[src/rtl/uart_tx_framer.sv]
// -----------------------------------------------------------------------------
// uart_tx_framer
//   8N1 UART transmitter. A byte is taken on a tx_valid/tx_ready handshake and
//   sent on TxD as a 10-bit frame: start (0), eight data bits LSB first, stop (1).
//   Bit timing comes from a free counter on clk_fpga. Each bit lasts exactly
//   bit_ticks cycles. There is no oversampling and no input buffering.
//
// Parameters
//   clk_freq   system clock frequency in Hz
//   baud_rate  line rate in bit/s
//   bit_ticks  clk cycles per bit (clk_freq/baud_rate, must be >= 2)
//
// Ports
//   clk_fpga  in   system clock; all state changes on its rising edge
//   reset     in   asynchronous, active-high reset
//   tx_data   in   [7:0] byte to send, sampled only on the accept edge
//   tx_valid  in   sender has a byte; held high until accepted
//   tx_ready  out  block can accept a byte (high only while idle)
//   TxD       out  serial line, registered, idles high
//   tx_busy   out  frame in progress (inverse of tx_ready)
//   tx_done   out  one-cycle pulse on the edge the stop bit completes
// -----------------------------------------------------------------------------
module uart_tx_framer #(
  parameter int clk_freq  = 100_000_000,
  parameter int baud_rate = 9_600,
  parameter int bit_ticks = clk_freq / baud_rate
) (
  input  logic       clk_fpga,
  input  logic       reset,
  input  logic [7:0] tx_data,
  input  logic       tx_valid,
  output logic       tx_ready,
  output logic       TxD,
  output logic       tx_busy,
  output logic       tx_done
);

  // Counter wide enough to hold bit_ticks-1. bit_ticks below 2 is not
  // supported; the guard keeps the width legal anyway.
  localparam int              CNT_W    = (bit_ticks > 1) ? $clog2(bit_ticks) : 1;
  localparam logic [CNT_W-1:0] CNT_LAST = CNT_W'(bit_ticks - 1);

  typedef enum logic [1:0] {
    S_IDLE  = 2'd0,
    S_START = 2'd1,
    S_DATA  = 2'd2,
    S_STOP  = 2'd3
  } state_t;

  // ---------------------------------------------------------------------------
  // State and next-state signals
  // ---------------------------------------------------------------------------
  state_t           r_state;
  state_t           w_state_next;
  logic [CNT_W-1:0] r_baud_cnt;
  logic [CNT_W-1:0] w_baud_cnt_next;
  logic [2:0]       r_bit_idx;
  logic [2:0]       w_bit_idx_next;
  logic [7:0]       r_shift;
  logic [7:0]       w_shift_next;
  logic             r_txd;
  logic             w_txd_next;
  logic             r_ready;
  logic             w_ready_next;
  logic             r_done;
  logic             w_done_next;

  logic             w_bit_end;
  logic             w_accept;

  // The last cycle of the current bit: the next edge starts a new bit.
  assign w_bit_end = (r_baud_cnt == CNT_LAST);

  // r_ready is only high in S_IDLE, so this also implies the idle state.
  assign w_accept  = tx_valid && r_ready;

  // ---------------------------------------------------------------------------
  // State register
  // ---------------------------------------------------------------------------
  // NOTE: every register here uses non-blocking assignment so all of them
  // update from the same pre-edge values; blocking would make the result
  // depend on statement order.
  always_ff @(posedge clk_fpga or posedge reset) begin
    if (reset) begin
      r_state    <= S_IDLE;
      r_baud_cnt <= '0;
      r_bit_idx  <= '0;
      r_shift    <= '0;
      r_txd      <= 1'b1;
      r_ready    <= 1'b1;
      r_done     <= 1'b0;
    end else begin
      r_state    <= w_state_next;
      r_baud_cnt <= w_baud_cnt_next;
      r_bit_idx  <= w_bit_idx_next;
      r_shift    <= w_shift_next;
      r_txd      <= w_txd_next;
      r_ready    <= w_ready_next;
      r_done     <= w_done_next;
    end
  end

  // ---------------------------------------------------------------------------
  // Next-state logic
  // ---------------------------------------------------------------------------
  always_comb begin
    // NOTE: every signal driven here gets a default first, so no path through
    // the case statement can leave one unassigned and infer a latch.
    w_state_next    = r_state;
    w_baud_cnt_next = w_bit_end ? '0 : r_baud_cnt + 1'b1;
    w_bit_idx_next  = r_bit_idx;
    w_shift_next    = r_shift;
    w_txd_next      = r_txd;
    w_ready_next    = r_ready;
    w_done_next     = 1'b0;

    unique case (r_state)
      S_IDLE: begin
        // Counter parked at zero so the start bit gets a full bit_ticks.
        w_baud_cnt_next = '0;
        w_txd_next      = 1'b1;
        if (w_accept) begin
          w_shift_next   = tx_data;
          w_bit_idx_next = '0;
          w_txd_next     = 1'b0;
          w_ready_next   = 1'b0;
          w_state_next   = S_START;
        end
      end

      S_START: begin
        if (w_bit_end) begin
          // Start bit over: present data bit 0 and line up bit 1.
          w_txd_next     = r_shift[0];
          w_shift_next   = {1'b0, r_shift[7:1]};
          w_bit_idx_next = '0;
          w_state_next   = S_DATA;
        end
      end

      S_DATA: begin
        if (w_bit_end) begin
          if (r_bit_idx == 3'd7) begin
            w_txd_next   = 1'b1;
            w_state_next = S_STOP;
          end else begin
            w_txd_next     = r_shift[0];
            w_shift_next   = {1'b0, r_shift[7:1]};
            w_bit_idx_next = r_bit_idx + 3'd1;
          end
        end
      end

      S_STOP: begin
        w_txd_next = 1'b1;
        if (w_bit_end) begin
          // Ready rises with done; the earliest next accept is one edge
          // later, which guarantees an idle-high cycle between frames.
          w_ready_next = 1'b1;
          w_done_next  = 1'b1;
          w_state_next = S_IDLE;
        end
      end

      default: begin
        w_state_next    = S_IDLE;
        w_baud_cnt_next = '0;
        w_txd_next      = 1'b1;
        w_ready_next    = 1'b1;
      end
    endcase
  end

  // ---------------------------------------------------------------------------
  // Outputs, all straight from registers
  // ---------------------------------------------------------------------------
  assign TxD      = r_txd;
  assign tx_ready = r_ready;
  assign tx_busy  = ~r_ready;
  assign tx_done  = r_done;

endmodule

[config.mk]
export PLATFORM = sky130hd
export DESIGN_NAME = uart_tx_framer
export DESIGN_NICKNAME = d
export VERILOG_FILES = /design/src/rtl/uart_tx_framer.sv
export SDC_FILE = /design/constraint.sdc
export NUM_CORES = 1
export LEC_CHECK = 0
export CAP_MARGIN = 20
export CORE_UTILIZATION = 50
export CTS_BUF_LIST = sky130_fd_sc_hd__clkbuf_4 sky130_fd_sc_hd__clkbuf_8
export DETAILED_ROUTE_END_ITERATION = 8
export PLACE_DENSITY = 0.71
export SLEW_MARGIN = 20
export SYNTH_ARGS = -nofsm -noshare
export SYNTH_HDL_FRONTEND = slang
export SYNTH_SLANG_ARGS = --single-unit
[constraint.sdc]
create_clock -name clk_fpga -period 4.45 [get_ports clk_fpga]
set_input_delay 0.6675 -clock clk_fpga [delete_from_list [all_inputs] [get_ports clk_fpga]]
set_output_delay 0.6675 -clock clk_fpga [all_outputs]
set_load 0.1 [all_outputs]
==> Word-level counts from Yosys, hierarchy flattened <==
Cells that the tools add are included.
{ "classes": {"add_sub_neg": 2, "n_eq_ne": 11, "n_mux": 28, "bitwise": 1, "reduce_logical": 8} }
{ "op_table": {"columns": ["operator", "n"], "rows": [
  ["$mux W8", 4],
  ["$mux W14", 2],
  ["$pmux W8 S3", 1],
  ["$add A14 B1 Y14 const B", 1],
  ["$eq A14 B14 Y1 const B", 1],
  ["$mux W3", 4],
  ["$ne A2 B2 Y1 const B", 6],
  ["$mux W2", 5],
  ["$reduce_and A5 Y1", 2],
  ["$pmux W3 S3", 1],
  ["$mux W1", 8],
  ["$pmux W2 S4", 1],
  ["$eq A2 B2 Y1 const B", 2],
  ["$pmux W1 S4", 1],
  ["$add A3 B1 Y3 const B", 1],
  ["$eq A3 B3 Y1 const B", 1],
  ["$reduce_and A3 Y1", 1],
  ["$reduce_bool A3 Y1", 1],
  ["$eq A2 B1 Y1 const B", 1],
  ["$logic_not A2 Y1", 1],
  ["$pmux W1 S2", 1],
  ["$reduce_and A2 Y1", 1],
  ["$reduce_bool A2 Y1", 1],
  ["$logic_and A1 B1 Y1", 1],
  ["$not A1 Y1", 1]
]} }
{ "totals": {"ff_bits": 30, "in_bits": 11, "out_inout_bits": 4} }

==> Longest topological paths before layout <==
Gate-level depths: netlist of the first run.
{ "logic_depth": {"ltp_word": 4, "mapped_depth": 7, "ltp_nobuf": 6} }

==> Least setup slack after synthesis of the first run <==
OpenSTA, ideal clock, no wires.
{ "synth_timing": {"path_type": "flip-flop to flip-flop", "startpoint": "register r_ready, in the netlist tx_ready", "endpoint": "register r_shift[0]", "arrival_time_ns": 2.266, "slack_ns": 2.056, "path_stages_with_launch": 6, "path_buffers": 1, "period_less_slack_ns": 2.394, "path_cell_list": "dfstp_2 > a21boi_0 > a211oi_1 > o21a_1 > buf_4 > mux2_1"} }
{ "synth_via": {"elab_chain_cells": 3} }
{ "synth_rtl": {"columns": ["item", "line", "source"], "rows": [
  ["start: declaration", "63", "logic r_ready;"],
  ["start signal: assignment", "98", "r_ready <= w_ready_next;"],
  ["$logic_and A1 B1 Y1", "75", "assign w_accept = tx_valid && r_ready;"],
  ["$ne A2 B2 Y1 (no line)", null, null],
  ["$reduce_and A5 Y1 (no line)", null, null],
  ["end signal: assignment", "96", "r_shift <= w_shift_next;"],
  ["end: declaration", "59", "logic [7:0] r_shift;"]
]} }
Every way passes these cells.
A chain may end at the register's enable or synchronous reset.

==> Worst setup path after layout of the first run <==
{ "layout_timing": {"startpoint": "register r_ready, in the netlist tx_ready", "endpoint": "output tx_ready"} }
{ "layout_rtl": {"columns": ["item", "line", "source"], "rows": [
  ["end: declaration", "32", "output logic tx_ready,"]
]} }
No word-level cell between the ends.

==> flow_results.xml, run 1 <==
<?xml version="1.0" encoding="UTF-8"?>
<metrics>
  <group name="status">
    <metric name="outcome" unit="">finished, final reports clean</metric>
  </group>
  <group name="cells_and_area">
    <metric name="syn_to_final_growth" unit="%">13.8</metric>
    <metric name="post-route-util" unit="%">60.6</metric>
    <metric name="fin_nets" unit="">192</metric>
    <metric name="antenna_cells_inserted" unit="">0</metric>
    <metric name="design_area" unit="sq um">1880</metric>
    <metric name="fillCellCount" unit="">285</metric>
    <metric name="share_of_post_route_cells_with_drive_strength_above_1" unit="%">12.6</metric>
  </group>
  <group name="power">
    <metric name="p_switching" unit="mW">0.104</metric>
    <metric name="sw_frac_of_total" unit="%">22.3</metric>
    <metric name="combinationalPowerShare" unit="%">3.1</metric>
    <metric name="proportion_of_power_drawn_by_flip_flops_and_latches" unit="%">58.3</metric>
    <metric name="p_clk_share" unit="%">38.6</metric>
    <metric name="ir_worst_vdd" unit="mV">0.198</metric>
    <metric name="cellInternalPower" unit="mW">0.363</metric>
    <metric name="totalPowerFinal" unit="mW">0.467</metric>
    <metric name="power_leakage" unit="nW">0.878</metric>
    <metric name="power_density" unit="nW/um^2">248</metric>
  </group>
  <group name="floorplan">
    <metric name="number_of_placed_i_o_pins" unit="">15</metric>
    <metric name="core_area" unit="sq um">3100</metric>
    <metric name="die_x" unit="microns">59.5</metric>
    <metric name="rows" unit="">20</metric>
    <metric name="starting_utilization_of_the_core_area" unit="%">53.3</metric>
    <metric name="die_y" unit="microns">59.5</metric>
    <metric name="die-area" unit="sq um">3540</metric>
  </group>
  <group name="synthesis">
    <metric name="sequential_cell_area_fraction_in_the_yosys_report" unit="%">45.6</metric>
    <metric name="post_syn_nets" unit="">177</metric>
    <metric name="synthCells" unit="">158</metric>
    <metric name="dominantRegCellSynth" unit="">sky130_fd_sc_hd__dfrtp_1</metric>
    <metric name="syn_avg_cell_area" unit="sq um">10.5</metric>
    <metric name="ys_seq_elements" unit="">30</metric>
    <metric name="synth_cell_types" unit="">37</metric>
    <metric name="syn_area" unit="sq um">1650</metric>
    <metric name="synth-edff-count" unit="">0</metric>
    <metric name="async_reset_ff_share" unit="%">100</metric>
    <metric name="warning_count_from_the_yosys_run" unit="">0</metric>
  </group>
  <group name="clock_network">
    <metric name="clock_tree.htree_level_count" unit="">2</metric>
    <metric name="insertion_delay" unit="ps">330</metric>
    <metric name="postCtsSetupRepairBufs" unit="">0</metric>
    <metric name="cts.sinks" unit="">30</metric>
    <metric name="clock_transition_at_path_regs" unit="ps">100</metric>
    <metric name="cts_repair_resize_count" unit="">0</metric>
    <metric name="cts_tree" unit="">yes</metric>
    <metric name="maximum_root_to_sink_buffer_count" unit="">2</metric>
    <metric name="cts_inserted_buffers" unit="">5</metric>
    <metric name="clock_tree_root_driver_cell" unit="">sky130_fd_sc_hd__clkbuf_4</metric>
    <metric name="cts_hold_buffers" unit="">0</metric>
  </group>
  <group name="timing">
    <metric name="fmaxAchievable" unit="MHz">366</metric>
    <metric name="report.final.hold_viol_count" unit="">0</metric>
    <metric name="max_slew_margin" unit="%">35.7</metric>
    <metric name="setup-tns-final" unit="ps">0</metric>
    <metric name="period_minus_slack" unit="ps">2730</metric>
    <metric name="fin_crit_sh" unit="%">61.5</metric>
    <metric name="max_slew.worst_pin.slew" unit="ps">961</metric>
    <metric name="fin_hold_ws" unit="ps">475</metric>
    <metric name="finalClockSkew" unit="ps">12.0</metric>
    <metric name="setup_viol_count_final" unit="">0</metric>
    <metric name="grt_setup_unrepaired" unit="">no</metric>
    <metric name="slew_viol_final" unit="">0</metric>
  </group>
  <group name="drt">
    <metric name="totalWireLength" unit="microns">2900</metric>
    <metric name="routed_wire_length_per_instance" unit="microns">13.3</metric>
    <metric name="detailedRoute.firstIterationViolations" unit="">37</metric>
    <metric name="drcViolationCount" unit="">0</metric>
    <metric name="vias" unit="">1202</metric>
    <metric name="firstDrtPassIters" unit="">4</metric>
    <metric name="vias_per_cell" unit="">5.51</metric>
    <metric name="ant_nets" unit="">0</metric>
  </group>
  <group name="global_routing">
    <metric name="grt_max_degree" unit="">31</metric>
    <metric name="grt_first_pass_wirelength" unit="microns">5320</metric>
    <metric name="grt.total_usage" unit="%">20.4</metric>
    <metric name="antenna_violations_before_repair" unit="">0</metric>
    <metric name="number_of_global_route_vias_before_repair" unit="">1203</metric>
    <metric name="globalRouteOverflowTotal" unit="">0</metric>
  </group>
  <group name="critical_path">
    <metric name="worst-path-buf-inv" unit="">1</metric>
    <metric name="timing.rr.end" unit="">r_shift[7]</metric>
    <metric name="critical_path_required" unit="ps">3780</metric>
    <metric name="critical_path.cell_chain" unit="">clkdlybuf4s50_1</metric>
    <metric name="critPathMaxStageDelay" unit="ps">1140</metric>
    <metric name="reg2regPathDepth" unit="">4</metric>
    <metric name="cp_top_family" unit="">buffers and inverters</metric>
    <metric name="number_of_gates_on_the_worst_path_with_buffers_counted" unit="">1</metric>
    <metric name="worstSetupStartpointType" unit="">flip-flop</metric>
    <metric name="worst-setup-path-type" unit="">reg -&gt; out</metric>
    <metric name="reg2reg_slack" unit="ps">1880</metric>
    <metric name="crit_arrival" unit="ps">2070</metric>
    <metric name="critical_path.slowest_cell" unit="">sky130_fd_sc_hd__clkdlybuf4s50_1</metric>
    <metric name="critical_path_peak_fanout" unit="">6</metric>
    <metric name="crit_path_start" unit="">tx_ready</metric>
    <metric name="worst_setup_path_end_kind" unit="">output port</metric>
    <metric name="end_point_of_the_critical_path" unit="">tx_ready</metric>
    <metric name="reg2reg_from" unit="">r_baud_cnt[9]</metric>
  </group>
  <group name="min_path">
    <metric name="worstHoldPathType" unit="">reg -&gt; reg</metric>
    <metric name="hold_path_startpoint" unit="">r_baud_cnt[0]</metric>
  </group>
  <group name="place">
    <metric name="place.detailed.hpwl" unit="microns">2070</metric>
    <metric name="portBuffers" unit="">14</metric>
    <metric name="gpl.final_weighted_congestion" unit="">0.886</metric>
    <metric name="placement.cell_area" unit="sq um">1820</metric>
  </group>
  <group name="flow_run">
    <metric name="maxCapViolations" unit="">0</metric>
  </group>
</metrics>
-- cells in the mapped netlist (2+ instances only) --
library cell               count  area, sq um
sky130_fd_sc_hd__o21a_1        3         22.5
sky130_fd_sc_hd__dfstp_2       2         52.6
sky130_fd_sc_hd__and4_1        2         17.5
sky130_fd_sc_hd__mux2_1        8         90.1
sky130_fd_sc_hd__clkbuf_1      3         11.3
sky130_fd_sc_hd__nand4_1       7         43.8
sky130_fd_sc_hd__mux2_2        8         90.1
sky130_fd_sc_hd__nand2_1       8         30.0
sky130_fd_sc_hd__nor4_1        2         12.5
sky130_fd_sc_hd__nor2b_1       2         12.5
sky130_fd_sc_hd__o221ai_1      2         17.5
sky130_fd_sc_hd__xor2_1        6         52.6
sky130_fd_sc_hd__nand3_1       3         15.0
sky130_fd_sc_hd__inv_1        11         41.3
sky130_fd_sc_hd__nor3_1        5         25.0
sky130_fd_sc_hd__xnor2_1       6         52.6
sky130_fd_sc_hd__buf_4         2         15.0
sky130_fd_sc_hd__nor2_1       20         75.1
sky130_fd_sc_hd__ha_1          8          100
sky130_fd_sc_hd__dfrtp_1      28          701
sky130_fd_sc_hd__and2_1        2         12.5
sky130_fd_sc_hd__o211ai_1      2         15.0
sky130_fd_sc_hd__o21ai_0       4         20.0
-- worst min-delay path by stage --
stage / to / slack (ps) / depth (start not counted)
6_report: r_baud_cnt[0] / 470 / 1
4_1_cts: r_baud_cnt[0] / 480 / 1
5_1_grt: r_baud_cnt[0] / 490 / 1
3_5_place_dp: r_baud_cnt[0] / 460 / 1
2_1_floorplan: r_baud_cnt[0] / 430 / 1
3_3_place_gp: r_baud_cnt[0] / 450 / 1
-- cell families (layout without fill, tap and decap cells) --
logic type / after synthesis / in the layout / share of synthesized area, %
flops: 30 / 30 / 45.6
simple gates: 57 / 57 / 18.6
compound gates: 17 / 17 / 7.50
fa+ha+maj: 8 / 8 / 6.06
xor+xnor: 12 / 12 / 6.36
mux: 17 / 17 / 11.5
buf+inv: 17 / 33 / 4.39
-- layout by cell type (no fill, tap or decap), drive strengths merged, types with 3 or more instances in the layout --
master          n
xnor2           6
nor4            3
inv            11
nand3           3
o21ai           4
nand4           7
clkbuf          7
dfrtp          28
clkdlybuf4s50  14
ha              8
o21a            3
xor2            6
mux2           16
nor2           20
nor3            5
nand2           8
-- cell type report --
cell class / count / area, sq um / area share (%)
clock buffer: 7 / 58.8 / 3.13
clock inverter: 1 / 5.00 / 0.266
timing repair buffer: 14 / 140 / 7.45
sequential: 30 / 753 / 40.1
multi-input combinational: 111 / 827 / 44.0
tap: 44 / 55.1 / 2.93
inverter: 11 / 41.3 / 2.20
-- layer usage --
metal	vias to the layer above	global-route usage, %	routed length, microns
li1	579	-	-
met1	590	26.7	1390
met2	27	31.3	1340
met3	6	6.33	121
met4	0	8.97	51
met5	-	0	0
-- power groups by stage --
stage / logic [mW] / registers [mW] / clock network, mW
global placement: 0.0144 / 0.278 / 0
CTS: 0.0148 / 0.273 / 0.186
detailed placement: 0.0147 / 0.278 / 0
global route: 0.0164 / 0.273 / 0.195
finish: 0.0143 / 0.273 / 0.180
floorplan: 0.00435 / 0.278 / 0
-- metrics by stage --
stage | setup slack (ps) | std cells
2_1_floorplan | 2060 | 158
3_3_place_gp | 1680 | 210
3_5_place_dp | 1610 | 210
4_1_cts | 1700 | 218
5_1_grt | 1680 | 218
6_report | 1720 | 218
-- registers in the layout, indices dropped and copies added, names as in the netlist --
register and cells:
r_baud_cnt 14, r_shift 8, r_bit_idx 3, r_state 2, TxD 1, tx_done 1
tx_ready 1
Note: power is estimated with default switching activity, not from simulation.
==> inputs of run 2 (changes only) <==
--- a/config.mk
+++ b/config.mk
@@ -9,7 +9,7 @@
 export CORE_UTILIZATION = 50
 export CTS_BUF_LIST = sky130_fd_sc_hd__clkbuf_4 sky130_fd_sc_hd__clkbuf_8
 export DETAILED_ROUTE_END_ITERATION = 8
-export PLACE_DENSITY = 0.71
+export PLACE_DENSITY = 0.74
 export SLEW_MARGIN = 20
 export SYNTH_ARGS = -nofsm -noshare
 export SYNTH_HDL_FRONTEND = slang
==> constraint.sdc (replaced) <==
create_clock -name clk_fpga -period 2.45 [get_ports clk_fpga]
set_input_delay 0.3675 -clock clk_fpga [delete_from_list [all_inputs] [get_ports clk_fpga]]
set_output_delay 0.3675 -clock clk_fpga [all_outputs]
set_load 0.1 [all_outputs]
==> flow_results.xml, run 2 (synthesis results as in run 1) <==
<?xml version="1.0" encoding="UTF-8"?>
<metrics>
  <group name="clock_network">
    <metric name="cts_hold_buffers" unit="">0</metric>
    <metric name="maximum_root_to_sink_buffer_count" unit="">2</metric>
    <metric name="insertion_delay" unit="ps">320</metric>
    <metric name="cts_inserted_buffers" unit="">5</metric>
    <metric name="clock_tree.htree_level_count" unit="">2</metric>
    <metric name="cts_repair_resize_count" unit="">0</metric>
    <metric name="clock_transition_at_path_regs" unit="ps">90</metric>
    <metric name="clock_tree_root_driver_cell" unit="">sky130_fd_sc_hd__clkbuf_4</metric>
    <metric name="cts_tree" unit="">yes</metric>
    <metric name="cts.sinks" unit="">30</metric>
    <metric name="postCtsSetupRepairBufs" unit="">0</metric>
  </group>
  <group name="flow_run">
    <metric name="maxCapViolations" unit="">0</metric>
  </group>
  <group name="timing">
    <metric name="finalClockSkew" unit="ps">7.19</metric>
    <metric name="fin_crit_sh" unit="%">89.5</metric>
    <metric name="period_minus_slack" unit="ps">2190</metric>
    <metric name="setup-tns-final" unit="ps">0</metric>
    <metric name="slew_viol_final" unit="">0</metric>
    <metric name="max_slew_margin" unit="%">58.3</metric>
    <metric name="max_slew.worst_pin.slew" unit="ps">624</metric>
    <metric name="setup_viol_count_final" unit="">0</metric>
    <metric name="fmaxAchievable" unit="MHz">456</metric>
    <metric name="post-route-worst-setup-slack" unit="ps">258</metric>
    <metric name="report.final.hold_viol_count" unit="">0</metric>
    <metric name="grt_setup_unrepaired" unit="">no</metric>
  </group>
  <group name="cells_and_area">
    <metric name="syn_to_final_growth" unit="%">14.8</metric>
    <metric name="largest_registers" unit="">r_baud_cnt (14), r_shift (8), r_bit_idx (3)</metric>
    <metric name="share_of_post_route_cells_with_drive_strength_above_1" unit="%">15.8</metric>
    <metric name="top_library_cells_by_usage_in_the_layout_fill_and_taps_aside" unit="">sky130_fd_sc_hd__dfrtp_1, sky130_fd_sc_hd__nor2_1, sky130_fd_sc_hd__inv_1</metric>
    <metric name="final-instance-count-excl-fill" unit="">221</metric>
    <metric name="largest_register_ff_count" unit="">14</metric>
    <metric name="fin_nets" unit="">196</metric>
    <metric name="layout.cells.most_common" unit="">sky130_fd_sc_hd__dfrtp_1</metric>
    <metric name="antenna_cells_inserted" unit="">0</metric>
    <metric name="largest_register" unit="">r_baud_cnt</metric>
  </group>
  <group name="critical_path">
    <metric name="cp_top_family" unit="">simple AND/OR/NAND/NOR gates</metric>
    <metric name="critPathMaxStageDelay" unit="ps">550</metric>
    <metric name="worst-setup-path-type" unit="">reg -&gt; reg</metric>
    <metric name="critical_path_peak_fanout" unit="">8</metric>
    <metric name="critical_path_required" unit="ps">2660</metric>
    <metric name="reg2regPathDepth" unit="">4</metric>
    <metric name="critical_path.cell_chain" unit="">or4_4, nor4_4, o21a_1, mux2_1</metric>
    <metric name="crit_path_start" unit="">r_baud_cnt[9]</metric>
    <metric name="reg2reg_from" unit="">r_baud_cnt[9]</metric>
    <metric name="crit_arrival" unit="ps">2400</metric>
    <metric name="timing.rr.end" unit="">r_shift[2]</metric>
    <metric name="worst_setup_path_end_kind" unit="">flip-flop</metric>
    <metric name="critical_path.slowest_cell" unit="">sky130_fd_sc_hd__or4_4</metric>
    <metric name="worstSetupStartpointType" unit="">flip-flop</metric>
    <metric name="reg2reg_slack" unit="ps">260</metric>
    <metric name="worst-path-buf-inv" unit="">0</metric>
  </group>
  <group name="floorplan">
    <metric name="starting_utilization_of_the_core_area" unit="%">53.3</metric>
    <metric name="number_of_placed_i_o_pins" unit="">15</metric>
    <metric name="die_y" unit="microns">59.5</metric>
    <metric name="die-area" unit="sq um">3540</metric>
    <metric name="die_x" unit="microns">59.5</metric>
    <metric name="core_area" unit="sq um">3100</metric>
    <metric name="rows" unit="">20</metric>
  </group>
  <group name="global_routing">
    <metric name="grt_first_pass_wirelength" unit="microns">5180</metric>
    <metric name="antenna_violations_before_repair" unit="">0</metric>
    <metric name="grt_max_degree" unit="">17</metric>
    <metric name="globalRouteOverflowTotal" unit="">0</metric>
    <metric name="grt.total_usage" unit="%">19.6</metric>
    <metric name="number_of_global_route_vias_before_repair" unit="">1185</metric>
  </group>
  <group name="power">
    <metric name="combinationalPowerShare" unit="%">3.7</metric>
    <metric name="power_density" unit="nW/um^2">418</metric>
    <metric name="ir_worst_vdd" unit="mV">0.267</metric>
    <metric name="sw_frac_of_total" unit="%">22.4</metric>
    <metric name="p_switching" unit="mW">0.178</metric>
    <metric name="proportion_of_power_drawn_by_flip_flops_and_latches" unit="%">62.4</metric>
    <metric name="p_clk_share" unit="%">33.8</metric>
    <metric name="power_leakage" unit="nW">0.901</metric>
    <metric name="cellInternalPower" unit="mW">0.615</metric>
  </group>
  <group name="drt">
    <metric name="wl_met1" unit="microns">1450</metric>
    <metric name="met3RoutedLength" unit="microns">106</metric>
    <metric name="detailedRoute.firstIterationViolations" unit="">21</metric>
    <metric name="totalWireLength" unit="microns">2900</metric>
    <metric name="detailroute.wirelength.met2" unit="microns">1300</metric>
    <metric name="vias" unit="">1175</metric>
    <metric name="vias_per_cell" unit="">5.32</metric>
    <metric name="firstDrtPassIters" unit="">4</metric>
    <metric name="ant_nets" unit="">0</metric>
    <metric name="routed.top_layer" unit="">met4</metric>
    <metric name="routed_wire_length_per_instance" unit="microns">13.1</metric>
    <metric name="drcViolationCount" unit="">0</metric>
  </group>
  <group name="place">
    <metric name="inst_count_dp" unit="">214</metric>
    <metric name="portBuffers" unit="">14</metric>
    <metric name="gpl.final_weighted_congestion" unit="">0.886</metric>
    <metric name="place_ws" unit="ps">256</metric>
    <metric name="place.detailed.hpwl" unit="microns">2230</metric>
  </group>
  <group name="min_path">
    <metric name="worstHoldPathType" unit="">in -&gt; async</metric>
  </group>
  <group name="status">
    <metric name="outcome" unit="">finished, final reports clean</metric>
  </group>
</metrics>
==> run 2: changes by cell type in the layout (fill, tap and decap cells not counted), sizes merged <==
cell	change
clkbuf	-2
clkdlybuf4s50	-4
buf	+8
clkinv	+1
==> run 2: power groups by stage <==
stage	Clock [mW]	Sequential [mW]	Combinational (mW)
global route	0.297	0.495	0.0333
floorplan	0	0.505	0.00790
CTS	0.278	0.495	0.0310
global placement	0	0.505	0.0301
finish	0.268	0.495	0.0296
detailed placement	0	0.505	0.0307
==> run 2: metrics by stage <==
step	util, %	power [mW]	hold slack, ps	instance area [sq um]
final	61.1	0.793	426	1900
after global routing	61.1	0.825	473	1900
after CTS	61.1	0.804	442	1900
after detailed placement	59.6	0.535	458	1850
after global placement	59.6	0.535	447	1850
after floorplan	-	0.512	433	1650
==> run 2: cell type report <==
| type | instances | area, sq um |
|---|---|---|
| well taps | 44 | 55.1 |
| multi-input cells | 111 | 827 |
| inverters | 11 | 41.3 |
| clock buffers | 5 | 37.5 |
| clock inverters | 2 | 10.0 |
| flip-flops and latches | 30 | 753 |
| fillers | 284 | 1210 |
| repair buffers | 18 | 173 |
==> run 2: per-layer routing <==
metal,track usage [%],vias up
li1,-,590
met1,27.1,558
met2,30.2,22
met3,5.24,5
met4,6.31,0
met5,0,-
==> run 2: how the worst max path moves through the flow <==
stage | to | slack [ps] | cells after the start
after floorplan | r_shift[0] | 60 | 5
after global placement | r_shift[1] | 300 | 5
after detailed placement | r_shift[2] | 260 | 5
after CTS | r_shift[2] | 240 | 4
after global routing | r_shift[3] | 160 | 4
final | r_shift[2] | 260 | 4
==> inputs of run 3 (changes only) <==
==> constraint.sdc (replaced) <==
create_clock -name clk_fpga -period 2.45 [get_ports clk_fpga]
set_input_delay 0.6125 -clock clk_fpga [delete_from_list [all_inputs] [get_ports clk_fpga]]
set_output_delay 0.6125 -clock clk_fpga [all_outputs]
set_load 0.1 [all_outputs]
==> flow_results.xml, run 3 (synthesis results as in run 1) <==
<?xml version="1.0" encoding="UTF-8"?>
<metrics>
  <group name="timing">
    <metric name="report.final.hold_viol_count" unit="">0</metric>
    <metric name="finalClockSkew" unit="ps">11.2</metric>
    <metric name="slew_viol_final" unit="">0</metric>
    <metric name="fin_hold_ws" unit="ps">463</metric>
    <metric name="fin_crit_sh" unit="%">89.7</metric>
    <metric name="period_minus_slack" unit="ps">2200</metric>
    <metric name="fmaxAchievable" unit="MHz">455</metric>
    <metric name="grt_setup_unrepaired" unit="">no</metric>
    <metric name="max_slew_margin" unit="%">74.1</metric>
    <metric name="max_slew.worst_pin.slew" unit="ps">388</metric>
    <metric name="setup_viol_count_final" unit="">0</metric>
    <metric name="post-route-worst-setup-slack" unit="ps">253</metric>
    <metric name="setup-tns-final" unit="ps">0</metric>
  </group>
  <group name="critical_path">
    <metric name="critical_path_peak_fanout" unit="">8</metric>
    <metric name="critical_path.slowest_cell" unit="">sky130_fd_sc_hd__or4_4</metric>
    <metric name="critical_path_required" unit="ps">2650</metric>
    <metric name="crit_arrival" unit="ps">2400</metric>
    <metric name="crit_path_start" unit="">r_baud_cnt[9]</metric>
    <metric name="critical_path.cell_chain" unit="">or4_4, nor4_4, o21a_1, mux2_1</metric>
    <metric name="worst-setup-path-type" unit="">reg -&gt; reg</metric>
    <metric name="critPathMaxStageDelay" unit="ps">550</metric>
    <metric name="cp_top_family" unit="">simple AND/OR/NAND/NOR gates</metric>
    <metric name="reg2reg_from" unit="">r_baud_cnt[9]</metric>
    <metric name="worst-path-buf-inv" unit="">0</metric>
    <metric name="worstSetupStartpointType" unit="">flip-flop</metric>
    <metric name="worst_setup_path_end_kind" unit="">flip-flop</metric>
  </group>
  <group name="drt">
    <metric name="routed_wire_length_per_instance" unit="microns">13.0</metric>
    <metric name="totalWireLength" unit="microns">2880</metric>
    <metric name="drcViolationCount" unit="">0</metric>
    <metric name="firstDrtPassIters" unit="">4</metric>
    <metric name="detailedRoute.firstIterationViolations" unit="">52</metric>
    <metric name="vias_per_cell" unit="">5.29</metric>
    <metric name="ant_nets" unit="">0</metric>
    <metric name="vias" unit="">1174</metric>
  </group>
  <group name="cells_and_area">
    <metric name="post-route-util" unit="%">61.3</metric>
    <metric name="fillCellCount" unit="">268</metric>
    <metric name="top_library_cells_by_usage_in_the_layout_fill_and_taps_aside" unit="">sky130_fd_sc_hd__dfrtp_1, sky130_fd_sc_hd__nor2_1, sky130_fd_sc_hd__inv_1</metric>
    <metric name="largest_register" unit="">r_baud_cnt</metric>
    <metric name="largest_registers" unit="">r_baud_cnt (14), r_shift (8), r_bit_idx (3)</metric>
    <metric name="largest_register_ff_count" unit="">14</metric>
    <metric name="share_of_post_route_cells_with_drive_strength_above_1" unit="%">16.3</metric>
    <metric name="layout.cells.most_common" unit="">sky130_fd_sc_hd__dfrtp_1</metric>
    <metric name="final-instance-count-excl-fill" unit="">222</metric>
    <metric name="antenna_cells_inserted" unit="">0</metric>
    <metric name="syn_to_final_growth" unit="%">15.1</metric>
    <metric name="fin_nets" unit="">196</metric>
    <metric name="design_area" unit="sq um">1900</metric>
  </group>
  <group name="floorplan">
    <metric name="number_of_placed_i_o_pins" unit="">15</metric>
    <metric name="die-area" unit="sq um">3540</metric>
    <metric name="starting_utilization_of_the_core_area" unit="%">53.3</metric>
    <metric name="die_y" unit="microns">59.5</metric>
    <metric name="die_x" unit="microns">59.5</metric>
    <metric name="core_area" unit="sq um">3100</metric>
    <metric name="rows" unit="">20</metric>
  </group>
  <group name="clock_network">
    <metric name="cts_repair_resize_count" unit="">0</metric>
    <metric name="postCtsSetupRepairBufs" unit="">0</metric>
    <metric name="cts_hold_buffers" unit="">0</metric>
    <metric name="insertion_delay" unit="ps">330</metric>
    <metric name="clock_tree_root_driver_cell" unit="">sky130_fd_sc_hd__clkbuf_4</metric>
    <metric name="clock_transition_at_path_regs" unit="ps">100</metric>
    <metric name="clock_tree.htree_level_count" unit="">2</metric>
    <metric name="maximum_root_to_sink_buffer_count" unit="">2</metric>
    <metric name="cts_inserted_buffers" unit="">5</metric>
    <metric name="cts_tree" unit="">yes</metric>
    <metric name="cts.sinks" unit="">30</metric>
  </group>
  <group name="status">
    <metric name="outcome" unit="">finished, final reports clean</metric>
  </group>
  <group name="power">
    <metric name="totalPowerFinal" unit="mW">0.849</metric>
    <metric name="power_leakage" unit="nW">0.905</metric>
    <metric name="ir_worst_vdd" unit="mV">0.292</metric>
    <metric name="power_density" unit="nW/um^2">446</metric>
  </group>
  <group name="global_routing">
    <metric name="number_of_global_route_vias_before_repair" unit="">1151</metric>
    <metric name="grt.total_usage" unit="%">19.4</metric>
    <metric name="antenna_violations_before_repair" unit="">0</metric>
    <metric name="globalRouteOverflowTotal" unit="">0</metric>
    <metric name="grt_first_pass_wirelength" unit="microns">5030</metric>
    <metric name="grt_max_degree" unit="">31</metric>
  </group>
  <group name="min_path">
    <metric name="worstHoldPathType" unit="">reg -&gt; reg</metric>
    <metric name="hold_path_startpoint" unit="">r_baud_cnt[0]</metric>
  </group>
  <group name="flow_run">
    <metric name="maxCapViolations" unit="">0</metric>
  </group>
  <group name="place">
    <metric name="inst_count_dp" unit="">214</metric>
    <metric name="place_ws" unit="ps">22.5</metric>
    <metric name="portBuffers" unit="">14</metric>
    <metric name="gpl.final_weighted_congestion" unit="">0.815</metric>
    <metric name="place.detailed.hpwl" unit="microns">2150</metric>
    <metric name="placement.cell_area" unit="sq um">1840</metric>
  </group>
</metrics>
## run 3: final timing paths
path / endpoint / depth (start not counted) / slack, ps
worst max-delay path: r_shift[2] / 4 / 250
worst min-delay path: r_baud_cnt[0] / 1 / 460
worst max register to register: r_shift[2] / 4 / 250
worst min register to register: r_baud_cnt[0] / 1 / 460
max in group asynchronous: tx_ready / 3 / 1460
min in group asynchronous: r_baud_cnt[7] / 3 / 650
## run 3: metal layers
metal,vias up,part of all wire (%),GRT usage [%]
li1,586,-,-
met1,555,49,25.8
met2,28,45,30.2
met3,5,4.4,4.59
met4,0,1.5,8.31
met5,-,0,0
## run 3: where the power goes
group | internal, mW | leakage (nW) | switching, mW
sequential | 0.495 | 0.377 | 0
combinational | 0.0154 | 0.489 | 0.0122
clock | 0.164 | 0.0394 | 0.163
total | 0.674 | 0.905 | 0.175
## run 3: final cells by class
class	count	area (sq um)	share of cell area (%)
Sequential cell	30	753	39.6
Inverter	11	41.3	2.17
Multi-Input combinational cell	111	827	43.5
Clock buffer	8	66.3	3.48
Tap cell	44	55.1	2.89
Timing Repair Buffer	18	160	8.42
## run 3: worst reg2reg max path: stages, from the launching register on
cell                      delay (ps)
sky130_fd_sc_hd__dfrtp_1         460
sky130_fd_sc_hd__or4_4           550
sky130_fd_sc_hd__nor4_4          310
sky130_fd_sc_hd__o21a_1          380
sky130_fd_sc_hd__mux2_1          370
